[config.mk]
export PLATFORM = sky130hd
export DESIGN_NAME = hazard_stall_ctrl
export DESIGN_NICKNAME = d
export VERILOG_FILES = /design/src/rtl/hazard_stall_ctrl.sv
export SDC_FILE = /design/constraint.sdc
export NUM_CORES = 1
export LEC_CHECK = 0
export CORE_MARGIN = 2
export CORE_UTILIZATION = 40
export CTS_BUF_LIST = sky130_fd_sc_hd__clkbuf_4 sky130_fd_sc_hd__clkbuf_8 sky130_fd_sc_hd__clkbuf_16
export DETAILED_ROUTE_END_ITERATION = 16
export PLACE_DENSITY = 0.67
export SETUP_SLACK_MARGIN = 0.05
export SLEW_MARGIN = 20
export SYNTH_ARGS = -nofsm -noshare
export SYNTH_HDL_FRONTEND = slang
export SYNTH_SLANG_ARGS = --single-unit
export TNS_END_PERCENT = 5
[constraint.sdc]
create_clock -name clk -period 6.1 [get_ports clk]
set_clock_uncertainty 0.1 [all_clocks]
set_input_delay 1.22 -clock clk [delete_from_list [all_inputs] [get_ports clk]]
set_output_delay 1.22 -clock clk [all_outputs]
set_load 0.01 [all_outputs]
[src/rtl/hazard_stall_ctrl.sv]
// hazard_stall_ctrl
// Pipeline sequencing controller for the 5-stage core. It tracks the destination
// registers of the instructions in EX, MEM and WB in a 3-entry scoreboard. It
// detects RAW hazards for the instruction in ID, and it drives the PC and IF/ID
// write enables, the ID/EX bubble, and the IF/ID flush for a taken branch that
// resolves in EX. It also keeps saturating stall/flush counters and a sticky
// watchdog flag that trips when a stall run lasts too long.
//
// Ports:
//   clk          rising-edge clock
//   rst_n        synchronous active-low reset
//   id_valid     ID holds a real instruction
//   id_rs/id_rt  ID source registers
//   id_use_rs/id_use_rt  ID instruction reads rs / rt
//   id_wreg      ID instruction writes the register file
//   id_destR     ID destination register
//   ex_branch    EX holds a branch
//   ex_zero      EX compare result (taken = ex_branch & ex_zero)
//   pc_wen       PC write enable
//   ifid_wen     IF/ID write enable
//   ifid_flush   load NOP into IF/ID
//   idex_bubble  load NOP into ID/EX
//   stall_cnt    saturating count of stall cycles
//   flush_cnt    saturating count of taken-branch flushes
//   stall_err    sticky flag: a stall run exceeded MAX_STALL cycles
module hazard_stall_ctrl #(
    parameter bit WB_BYPASS = 1'b1,
    parameter int CNT_W     = 16,
    parameter int MAX_STALL = 3
) (
    input  logic             clk,
    input  logic             rst_n,
    input  logic             id_valid,
    input  logic [4:0]       id_rs,
    input  logic [4:0]       id_rt,
    input  logic             id_use_rs,
    input  logic             id_use_rt,
    input  logic             id_wreg,
    input  logic [4:0]       id_destR,
    input  logic             ex_branch,
    input  logic             ex_zero,
    output logic             pc_wen,
    output logic             ifid_wen,
    output logic             ifid_flush,
    output logic             idex_bubble,
    output logic [CNT_W-1:0] stall_cnt,
    output logic [CNT_W-1:0] flush_cnt,
    output logic             stall_err
);

    // The run counter only has to count one past the limit, because that is
    // where the watchdog trips. After that it saturates.
    localparam int                RUN_W   = $clog2(MAX_STALL + 2);
    localparam logic [RUN_W-1:0]  RUN_LIM = RUN_W'(MAX_STALL);
    localparam logic [RUN_W-1:0]  RUN_TOP = RUN_W'(MAX_STALL + 1);

    logic             sb0_v, sb1_v, sb2_v;
    logic [4:0]       sb0_dest, sb1_dest, sb2_dest;
    logic [RUN_W-1:0] run_len;

    logic match_rs, match_rt;
    logic hazard, flush, stall, issue;

    function automatic logic sb_match(
        input logic [4:0] r,
        input logic       v0, input logic [4:0] d0,
        input logic       v1, input logic [4:0] d1,
        input logic       v2, input logic [4:0] d2
    );
        // With a write-first register file the WB result is already visible
        // to the ID read, so the WB entry only matters when there is no bypass.
        return (r != 5'd0) &&
               ((v0 && (d0 == r)) ||
                (v1 && (d1 == r)) ||
                (!WB_BYPASS && v2 && (d2 == r)));
    endfunction

    always_comb begin
        match_rs = sb_match(id_rs, sb0_v, sb0_dest, sb1_v, sb1_dest, sb2_v, sb2_dest);
        match_rt = sb_match(id_rt, sb0_v, sb0_dest, sb1_v, sb1_dest, sb2_v, sb2_dest);
        hazard   = id_valid && ((id_use_rs && match_rs) || (id_use_rt && match_rt));
        flush    = ex_branch && ex_zero;
        // The ID instruction is squashed by a taken branch anyway, so there is
        // no point in stalling it.
        stall    = hazard && !flush;
        issue    = id_valid && !stall && !flush;
    end

    assign pc_wen      = !stall;
    assign ifid_wen    = !stall;
    assign ifid_flush  = flush;
    assign idex_bubble = stall || flush;

    always_ff @(posedge clk) begin
        if (!rst_n) begin
            sb0_v    <= 1'b0;
            sb0_dest <= 5'd0;
            sb1_v    <= 1'b0;
            sb1_dest <= 5'd0;
            sb2_v    <= 1'b0;
            sb2_dest <= 5'd0;
        end else begin
            sb2_v    <= sb1_v;
            sb2_dest <= sb1_dest;
            sb1_v    <= sb0_v;
            sb1_dest <= sb0_dest;
            if (issue) begin
                // Writes to $0 are discarded, so they are never tracked.
                sb0_v    <= id_wreg && (id_destR != 5'd0);
                sb0_dest <= id_destR;
            end else begin
                sb0_v    <= 1'b0;
                sb0_dest <= 5'd0;
            end
        end
    end

    always_ff @(posedge clk) begin
        if (!rst_n) begin
            stall_cnt <= '0;
            flush_cnt <= '0;
        end else begin
            if (stall && (stall_cnt != {CNT_W{1'b1}}))
                stall_cnt <= stall_cnt + CNT_W'(1);
            if (flush && (flush_cnt != {CNT_W{1'b1}}))
                flush_cnt <= flush_cnt + CNT_W'(1);
        end
    end

    always_ff @(posedge clk) begin
        if (!rst_n) begin
            run_len   <= '0;
            stall_err <= 1'b0;
        end else if (stall) begin
            if (run_len != RUN_TOP)
                run_len <= run_len + RUN_W'(1);
            // This stall takes the run to run_len+1, which is past the limit.
            if (run_len >= RUN_LIM)
                stall_err <= 1'b1;
        end else begin
            run_len <= '0;
        end
    end

endmodule

==> metrics.md <==
| Metric | Value |
|---|---|
| Outcome | finished, final reports clean |
| Flops & latches, synth | 48 |
| Port Buf Inserts | between 50 and 60 |
| Pwr/cell area | 187 mW/mm2 |
| Maximum VDD drop | 0.000128 V |
| Clock latency at the later pin of the worst-skew pair | 0.30 ns |
| Post-route cell area | 0.00319 mm2 |
| Die Area | 0.00680 mm2 |
| TritonCTS Buffers | 5 |
| Die width | 82.5 um |
| Ys async rst share | 0% |
| Psw | 128 uW |
| Crit. End Element | output pin |
| Violation count after the first detailed-route iteration | between 100 and 150 |
| Num rows | 28 |
| CP Launch Type | input pin |
| Sequential power share | around 54% |
| Fraction of power consumed by combinational cells | 7.9% |
| # setup viols final | 0 |
| Total negative slack | 0 ns |
| Register area share after synthesis | 39.0% |
| Synth top area share | 39.0% |
| Pin count of the biggest net entering global routing | 31 |
| Final #Nets | 363 |
| Area leader, netlist | dfxtp_1 |
| Starting Density | 41.6% |
| WS Path Type | in2out |
| Count leader, synth | dfxtp_1 |
| Tmin final | a little under 5 ns |
| Number of synthesized flops with an enable pin | 0 |
| Yosys warning total | 0 |
| Clock sink total | 48 |
| DRT antenna net count | 0 |
| Layout cells sized above 1 | 7.14% |
| Detailed Place HPWL | 3.86 mm |
| Reg2Reg Depth | 6 |
| Clock buffer depth | 2 |
| Worst slew pin tran | 0.826 ns |
| Vias in the first global route | 2029 |
| Syn nets | 306 |
| I/O pin cnt | 60 |
| First drt pass iteration count | 4 |
| Slew margin rel. | 44.1% |
| Final WS setup | 1.18 ns |
| Area of the multi-input gates | between 0.001 and 0.0015 mm2 |
| Placed Area | 0.00308 mm2 |
| Post-CTS Setup Inserts | 0 |
| WL/cell | 13.0 um |
| Top cells by area, synth | dfxtp_1, xnor2_1, nand2_1 |
| Post-synthesis cell count | 278 |
| Average size of a mapped cell | 8.86 um2 |
| Tcrit/Tclk final | between 80 and 90% |
| Vias post-DR | 2157 |
| Hold path depth | 2 |
| Hold Crit Class | reg2reg |
| Critical Path AT | 3.60 ns |
| GPL Wtd Cong | 0.808 |
| Layout Utilization | roughly 54% |
| FF/Latch Area | 961 um2 |
| Die Ht | 82.5 um |
| Number of vias per cell | 5.25 |
| Post-CTS resize count | 0 |
| Hold Slack | 0.382 ns |
| Top cells by count, synth | dfxtp_1, xnor2_1, nand2_1 |
| Hold-fix buffers at CTS | 0 |
| Max Fclk | 203 MHz |
| GR Overflow Total | 0 |
| First-pass GRT wire length | approximately 8.8 mm |
| Ant. Diodes | 0 |
| Setup slack at placement | 1.19 ns |
| Main synth FF type | dfxtp_1 |
| Yosys cell types | 41 |
| Root Buffer | clkbuf_8 |
| WP data required | between 4 and 5 ns |
| Area Overhead vs Synth | 29.4% |
| Core area | around 0.0059 mm2 |
| Clk pwr share | 38.5% |
| Initial antenna violation count | 0 |
| Post-route DRC | 0 |
| Post-Route WL | 5.36 mm |
| CTS tree | done |
| RSZ-0062 raised after global routing | false |
| Pins Over Slew Limit | 0 |
| Clk pin slew, worst setup/hold paths | 0.08 ns |
| Total GRT Usage | ~16% |
| Largest fanout on the critical path | 28 |
| Fillers | 570 |
| Maxcap violations | 0 |
| Internal cell power | ~470 uW |
| Switch share | 21.4% |
| Leak | 1.01 nW |
| H-tree depth | 2 |
| Post-synthesis cell area | 0.00246 mm2 |
| Fin. Hold Viols | 0 |
[power groups by stage]
stage               Sequential, mW  Combinational [mW]  Clock (mW)
floorplan                    0.327              0.0228           0
detailed placement           0.327              0.0477           0
finish                       0.320              0.0474       0.230
CTS                          0.320              0.0480       0.238
global route                 0.320              0.0521       0.247
global placement             0.327              0.0473           0
[registers in the layout, indices dropped and copies added, names as in the netlist]
signal,cells
sb1_v,1
sb0_v,1
sb0_dest,5
stall_err,1
sb1_dest,5
flush_cnt,16
stall_cnt,16
run_len,3
[worst max-delay path: stages]
cell and delay, ns:
clkdlybuf4s50_1 0.48, or4_1 0.54, o21a_1 0.19, nor2b_4 0.12, a22o_4 0.29, inv_6 0.17
clkdlybuf4s50_1 0.57
[per-layer routing]
layer / global-route usage, % / part of all wire [%]
met1: 21.1 / 48
met5: 0 / 0
met2: 27.1 / 44
met3: 4.67 / 7.1
met4: 2.83 / 0.52
[cell usage in the layout (no fill, tap or decap), types with 7 or more instances in the layout]
cell type / instances
a21oi_1: 8
a21oi_2: 9
and2_1: 15
clkdlybuf4s50_1: 59
dfxtp_1: 48
inv_1: 10
nand2_1: 26
nand3_1: 12
nand4_1: 11
nor2_1: 24
nor3_1: 7
o31ai_1: 8
or4_1: 9
xnor2_1: 30
[logic make-up (layout without fill, tap and decap cells)]
kind of cell	Yosys count	after routing	synth area share (%)
xor+xnor	35	35	12.4
fa+ha+maj	5	5	2.54
flops	48	48	39.0
buf+inv	21	79	4.93
mux	4	4	1.63
compound gates	42	42	13.0
simple gates	123	123	26.5
[path summary, 6_finish.rpt]
check | start | end | slack [ns]
hold / removal | stall_err | stall_err | 0.38
hold reg to reg | stall_err | stall_err | 0.38
setup reg to reg | stall_cnt[2] | stall_cnt[15] | 3.71
setup / recovery | id_rs[2] | ifid_wen | 1.18
[metrics by stage]
step	std cells	power [mW]
after floorplan	278	0.350
after global placement	403	0.374
after detailed placement	403	0.375
after CTS	411	0.605
after global routing	411	0.619
final	411	0.597
[final cells by class]
type                    count  area share [%]
well taps                  75            2.94
clock buffers               6            2.39
flip-flops and latches     48            30.2
multi-input cells         209            43.3
inverters                  12            1.57
repair buffers             59            18.5
clock inverters             2            1.10
No activity file was read; power rests on OpenSTA's default activity.
